$ cat src/rtl/fifo_pkg.sv
// Shared constants and helpers for the synchronous FIFO.
package fifo_pkg;

    localparam int unsigned FIFO_WIDTH = 16;
    localparam int unsigned FIFO_DEPTH = 16;

    // Ceiling log2; returns 0 for an input of 0 or 1.
    function automatic int unsigned clog2(input int unsigned value);
        int unsigned result;
        int unsigned v;
        result = 0;
        v = (value > 0) ? value - 1 : 0;
        while (v > 0) begin
            result = result + 1;
            v = v >> 1;
        end
        return result;
    endfunction

endpackage

$ cat src/rtl/fifo_mem.sv
// Simple dual-port RAM: synchronous write, registered read, read-before-write.
module fifo_mem
    import fifo_pkg::*;
#(
    parameter int unsigned WIDTH = FIFO_WIDTH,
    parameter int unsigned DEPTH = FIFO_DEPTH,
    parameter int unsigned AW    = clog2(DEPTH)
) (
    input  logic             clk,
    input  logic             rst_n,
    input  logic             wr_en,
    input  logic [AW-1:0]    wr_addr,
    input  logic [WIDTH-1:0] wr_data,
    input  logic             rd_en,
    input  logic [AW-1:0]    rd_addr,
    output logic [WIDTH-1:0] rd_data
);

    logic [WIDTH-1:0] mem [DEPTH];

    // Storage array; contents survive reset.
    always_ff @(posedge clk) begin
        if (wr_en) begin
            mem[wr_addr] <= wr_data;
        end
    end

    // Read register; samples the pre-edge word so a same-address write is not seen.
    always_ff @(posedge clk or negedge rst_n) begin
        if (!rst_n) begin
            rd_data <= '0;
        end else if (rd_en) begin
            rd_data <= mem[rd_addr];
        end
    end

endmodule

$ cat src/rtl/fifo_sync.sv
// Synchronous FIFO with occupancy count, threshold flags and sticky error flags.
module fifo_sync
    import fifo_pkg::*;
#(
    parameter int unsigned WIDTH        = FIFO_WIDTH,
    parameter int unsigned DEPTH        = FIFO_DEPTH,
    parameter int unsigned ALMOST_FULL  = 14,
    parameter int unsigned ALMOST_EMPTY = 2,
    parameter int unsigned AW           = clog2(DEPTH)
) (
    input  logic             clk,
    input  logic             rst_n,
    input  logic             push,
    input  logic             pop,
    input  logic [WIDTH-1:0] data_in,
    input  logic             clr_err,
    output logic [WIDTH-1:0] data_out,
    output logic             empty,
    output logic             full,
    output logic             almost_full,
    output logic             almost_empty,
    output logic [AW:0]      count,
    output logic             overflow,
    output logic             underflow
);

    localparam int unsigned CW = AW + 1;

    logic [AW-1:0] wr_ptr;
    logic [AW-1:0] rd_ptr;
    logic          rd_ok_c;
    logic          wr_ok_c;
    logic [CW-1:0] count_next_c;

    // Accept decisions and next occupancy from the registered state.
    always_comb begin
        rd_ok_c      = pop && !empty;
        wr_ok_c      = push && (!full || pop);
        count_next_c = count;
        if (wr_ok_c && !rd_ok_c) begin
            count_next_c = count + CW'(1);
        end else if (rd_ok_c && !wr_ok_c) begin
            count_next_c = count - CW'(1);
        end
    end

    // Pointers, occupancy and status flags describing post-edge state.
    always_ff @(posedge clk or negedge rst_n) begin
        if (!rst_n) begin
            wr_ptr       <= '0;
            rd_ptr       <= '0;
            count        <= '0;
            empty        <= 1'b1;
            full         <= 1'b0;
            almost_full  <= 1'b0;
            almost_empty <= 1'b1;
        end else begin
            if (wr_ok_c) begin
                wr_ptr <= wr_ptr + AW'(1);
            end
            if (rd_ok_c) begin
                rd_ptr <= rd_ptr + AW'(1);
            end
            count        <= count_next_c;
            empty        <= (count_next_c == '0);
            full         <= (count_next_c == CW'(DEPTH));
            almost_full  <= (count_next_c >= CW'(ALMOST_FULL));
            almost_empty <= (count_next_c <= CW'(ALMOST_EMPTY));
        end
    end

    // Sticky error flags; a clear wins over a same-cycle set.
    always_ff @(posedge clk or negedge rst_n) begin
        if (!rst_n) begin
            overflow  <= 1'b0;
            underflow <= 1'b0;
        end else if (clr_err) begin
            overflow  <= 1'b0;
            underflow <= 1'b0;
        end else begin
            if (push && !wr_ok_c) begin
                overflow <= 1'b1;
            end
            if (pop && !rd_ok_c) begin
                underflow <= 1'b1;
            end
        end
    end

    fifo_mem #(
        .WIDTH (WIDTH),
        .DEPTH (DEPTH),
        .AW    (AW)
    ) u_mem (
        .clk     (clk),
        .rst_n   (rst_n),
        .wr_en   (wr_ok_c),
        .wr_addr (wr_ptr),
        .wr_data (data_in),
        .rd_en   (rd_ok_c),
        .rd_addr (rd_ptr),
        .rd_data (data_out)
    );

endmodule

$ cat config.mk
export PLATFORM = sky130hd
export DESIGN_NAME = fifo_sync
export DESIGN_NICKNAME = d
export VERILOG_FILES = /design/src/rtl/fifo_pkg.sv /design/src/rtl/fifo_mem.sv /design/src/rtl/fifo_sync.sv
export SDC_FILE = /design/constraint.sdc
export NUM_CORES = 1
export LEC_CHECK = 0
export ABC_AREA = 1
export CAP_MARGIN = 20
export CORE_MARGIN = 2
export CORE_UTILIZATION = 45
export DETAILED_ROUTE_END_ITERATION = 10
export SYNTH_ARGS = -nofsm -noshare
export SYNTH_HDL_FRONTEND = slang
export SYNTH_SLANG_ARGS = --single-unit
$ cat constraint.sdc
create_clock -name clk -period 2.14 [get_ports clk]
set_input_delay 0.321 -clock clk [delete_from_list [all_inputs] [get_ports clk]]
set_output_delay 0.321 -clock clk [all_outputs]
set_load 0.005 [all_outputs]
# Yosys cells after proc, flatten, opt, wreduce, memory -nomap -nowiden
# Memory sizes are Yosys's and may differ from the RTL's. A register that Yosys moved wholly into a read port is not among the register bits.
# Index checks and enable logic that the tools add are counted.
op_classes:
  add_sub_neg: 4
  mul: 0
  div_mod_pow: 0
  order_cmp: 2
  eq_ne: 1
  shifts: 0
  mux: 8
  bitwise_logic: 0
  reduce_logical: 15
op_table:
  columns: ["operator", "n"]
  rows:
  - ["$mux W5", 2]
  - ["$add A4 B1 Y4 const B", 2]
  - ["$logic_and A1 B1 Y1", 6]
  - ["$mux W1", 6]
  - ["$add A5 B1 Y5 const B", 1]
  - ["$eq A5 B5 Y1 const B", 1]
  - ["$ge A5 B4 Y1 const B", 1]
  - ["$le A5 B2 Y1 const B", 1]
  - ["$logic_not A1 Y1", 5]
  - ["$logic_not A5 Y1", 1]
  - ["$sub A5 B1 Y5 const B", 1]
  - ["$reduce_bool A2 Y1", 2]
  - ["$logic_or A1 B1 Y1", 1]
word_totals:
  register_bits: 19
  latchBits: 0
  mem_bits_rw: 256
  romBits: 0
  inputBits: 21
  word_cells: 40
  memories: 1
memory_table:
  columns: ["name", "words", "width", "read_ports", "rd_clocked_by_memory_dff", "write_ports", "line_no", "rtl"]
  rows:
  - ["u_mem.mem", 16, 16, 1, 1, 1, "fifo_mem.sv:19", "logic [WIDTH-1:0] mem [DEPTH];"]

# Longest topological paths before layout
logic_depth:
  word_depth: 8
  depth_mapped: 12

# Hierarchy
# A second synthesis with hierarchy kept.
unflattened:
  cells_unflattened: 1054
  hier_area_um2: 12020.3
by_module_without_submodules:
  columns: ["module", "instances", "cells_each", "area_per_inst_um2", "seq_area_each_um2"]
  rows:
  - ["fifo_mem", 1, 936, 11028.1, 8087.8]
  - ["fifo_sync", 1, 118, 992.2, 478.0]

# Least setup slack after synthesis
# OpenSTA, ideal clock, no wires.
synth_timing:
  kind: "register -> register"
  from: "register full"
  to: "memory u_mem.mem[11][0] (netlist bit), enable pin"
  setup_time_ps: 388
  arrival_ps: 1527
  required_time_ps: 1752
  path_slack_ps: 225
  path_stages_with_launch: 6
  n_path_buf: 0
  period_less_slack_ps: 1915
  path_cell_list: "dfrtp_1 -> nand2_2 -> nand2_2 -> inv_1 -> nand2_1 -> nor2_1"
synth_via:
  elab_chain_len: 5
synth_lines:
  columns: ["item", "line_no", "rtl"]
  rows:
  - ["start: declaration", "fifo_sync.sv:19", "output logic full,"]
  - ["start signal: assignment", "fifo_sync.sv:66", "full <= (count_next_c == CW'(DEPTH));"]
  - ["$logic_not A1 Y1", "fifo_sync.sv:38", "wr_ok_c = push && (!full || pop);"]
  - ["$logic_or A1 B1 Y1", "fifo_sync.sv:38", null]
  - ["$logic_and A1 B1 Y1", "fifo_sync.sv:38", null]
  - ["$mux W1", "fifo_mem.sv:23", "if (wr_en) begin"]
  - ["$mux W1 (not written as such)", "fifo_mem.sv:24", "mem[wr_addr] <= wr_data;"]
  - ["end: declaration", "fifo_mem.sv:19", null]
# Every way passes these cells.

# Worst setup path after layout
layout_timing:
  from: "register empty"
  to: "output port empty"
layout_rtl:
  columns: ["item", "line_no", "rtl"]
  rows:
  - ["start: declaration", "fifo_sync.sv:18", "output logic empty,"]
  - ["start signal: assignment", "fifo_sync.sv:65", "empty <= (count_next_c == '0);"]
# No word-level cell between the ends.

==> reports/results.txt <==
status - complete, no violations
crit path DAT - 1.67 ns
Via density - 4.89
CTS root buffer - clkbuf_16
Final Non-Filler Cells - 1706
pwr dens - 1300 nW/um2
sequential element share of the synthesized area - 0.684
GR Util All Layers - 0.205
Max Buffers Root-to-Sink - 3
core area - 27600 um2
area grow syn2layout - 18.1%
initial antenna violation count - 0
list of most frequent post-synthesis cells - nand2_1, edfxtp_1, inv_1, nand3_1, nor2_1
Ys Warns - 0
endpoints failing hold - 0
Async SR Flop Fraction - 0.120
number of synthesized flops with an enable pin - 256
post-route cell area - 14800 um2
Sink Count - 291
relative slew slack - 0.450
Setup Skew - 0.0146 ns
top cells by area, synth - edfxtp_1, nand2_1, dfrtp_1
via count - 8346
CP top delay family - flip-flops
Slew Viols, Final - 0
1st-iter DRT viols - 692
Worst R2R Start - rd_ptr[0]
Peak VDD IR - 683 uV
CTS H-tree lvls - 1
Synth top area share - 0.614
drt first pass iters - 7
DPL Wire Length - 19.0 mm
CP Launch Point - empty
dpl cell area - 13800 um2
gpl congestion - 0.873
dominant cell type by area after synthesis - edfxtp_1
total negative setup slack - 0 ns
worst-path cell chain - clkdlybuf4s50_1
Die Ht - 171 um
syn avg cell area - 10.3 um2
Synth Instances - 1217
most numerous cell in the Yosys netlist - nand2_1
Syn Nets - 1245
Hold Crit Class - in -> reg
Die ar. - 29200 um2
Routed WL per cell - 17.1 um
row count - 61
clk_lat worst skew - 0.56 ns
Crit. End Element - output pin
total wire length - 29.2 mm
slowest cell on the critical path - dfstp_2
Crit path largest cell delay - 0.60 ns
CP Buf/Inv Count - 1
mapped cell area - 12500 um2
starting density of the core - 0.454
PortBufs - 47
Num CTS Buffers - 31
Tmin final - 1.99 ns
HP Start - clr_err
fmax - 503 MHz
Ports - 48
Residual DRC - 0
post-synthesis register bit count - 291
number of diodes - 0
final worst-path cycle share - 0.929
Leakage Power - 6.21 nW
Worst EP required - 1.82 ns
fraction of layout cells with a size suffix above 1 - 0.103
die width - 171 um
Placed Cells incl. Taps - 1647
CP max FO - 4
Tightest Pin Transition - 0.825 ns
Crit Path Category - reg -> out
largest net degree at the start of global routing - 86
ANT nets after route - 0
Netlist cell types - 27
vias in the first global route - 7875
post-layout net count - 1331
CTS clk-pin slew, worst paths - 0.06 ns
Congestion Overflow GR - 0
first-pass GRT wire length - 45.1 mm
total of max-cap violations - 0
critical path startpoint category - flop
CTS tree - yes
RSZ-0062 raised after global routing - false
Synth Flop Type - edfxtp_1
Final Setup Violations - 0
-- metal layers --
metal	routed length [um]	vias up	GRT usage
li1	-	4111	-
met1	13400	3956	0.290
met2	13300	241	0.328
met3	1970	38	0.0393
met4	518	0	0.0491
met5	0	-	0
-- worst reg2reg max path: stages (launching register included) --
cell	delay (ns)
dfrtp_4	0.54
inv_4	0.17
buf_12	0.23
nand2_1	0.12
nand3_1	0.08
nand2_1	0.07
nand2_1	0.12
nand3_1	0.13
nand3_1	0.18
nand2_1	0.07
-- worst paths after layout --
kind,to,slack (ns),depth (start not counted)
max,empty,0.15,1
min,overflow,0.33,2
max reg2reg,u_mem.rd_data[14],0.32,9
min reg2reg,u_mem.rd_data[10],0.48,2
max in group asynchronous,rd_ptr[0],1.14,2
min in group asynchronous,rd_ptr[0],0.40,2
-- final cells by class --
cell class | instances | area [um2]
Clock inverter | 16 | 156
Clock buffer | 42 | 847
Sequential cell | 291 | 8570
Inverter | 139 | 524
Tap cell | 378 | 473
Timing Repair Buffer | 108 | 1080
Fill cell | 2391 | 12800
Multi-Input combinational cell | 732 | 3140
-- where the power goes --
group,switching (mW),total (mW),internal (mW)
Combinational,4.40,6.67,2.27
Clock,2.12,5.24,3.12
Sequential,0.344,7.32,6.97
Total,6.86,19.2,12.4
-- state kept, by name, summed over array words and instances (netlist names) --
name,cells
almost_empty,1
u_mem.rd_data,16
overflow,1
empty,1
rd_ptr,4
wr_ptr,4
u_mem.mem,256
underflow,1
full,1
almost_full,1
count,5
-- cells in the final DEF (no fill, tap or decap), drive strengths merged, types with 4 or more instances in the layout --
master and count:
clkdlybuf4s50 46, nand2 458, nand4 4, clkbuf 42, nor2 92, ha 7, dfrtp 33, clkinv 13
xor2 6, inv 139, edfxtp 256, nand3 93, buf 61, o21ai 69
-- repair_timing --
action | 4_1_cts | 5_1_grt
gates resized for setup | 0 | 0
hold buffers | 1 | 0
endpoints found under the hold margin | 29 | 0
buffers inserted | 0 | 0
-- per-stage QoR --
| step | hold WS (ns) | setup slack, ns | util | total power, mW |
|---|---|---|---|---|
| floorplan | 0.0254 | 0.225 | - | 11.7 |
| detailed placement | 0.458 | 0.0140 | 0.500 | 14.1 |
| finish | 0.329 | 0.151 | 0.537 | 19.2 |
| CTS | 0.300 | 0.126 | 0.537 | 19.3 |
| global route | 0.334 | 0.0973 | 0.537 | 20.4 |
| global placement | 0.446 | 0.0146 | 0.500 | 14.0 |
-- cells by family (layout without fill, tap and decap cells) --
family / count (synthesis) / in the layout / synth area share
xor+xnor: 6 / 6 / 0.00420
buf+inv: 194 / 305 / 0.0686
compound gates: 71 / 71 / 0.0284
flops: 291 / 291 / 0.684
simple gates: 648 / 648 / 0.208
fa+ha+maj: 7 / 7 / 0.00700
(Power assumes the default switching activity.)
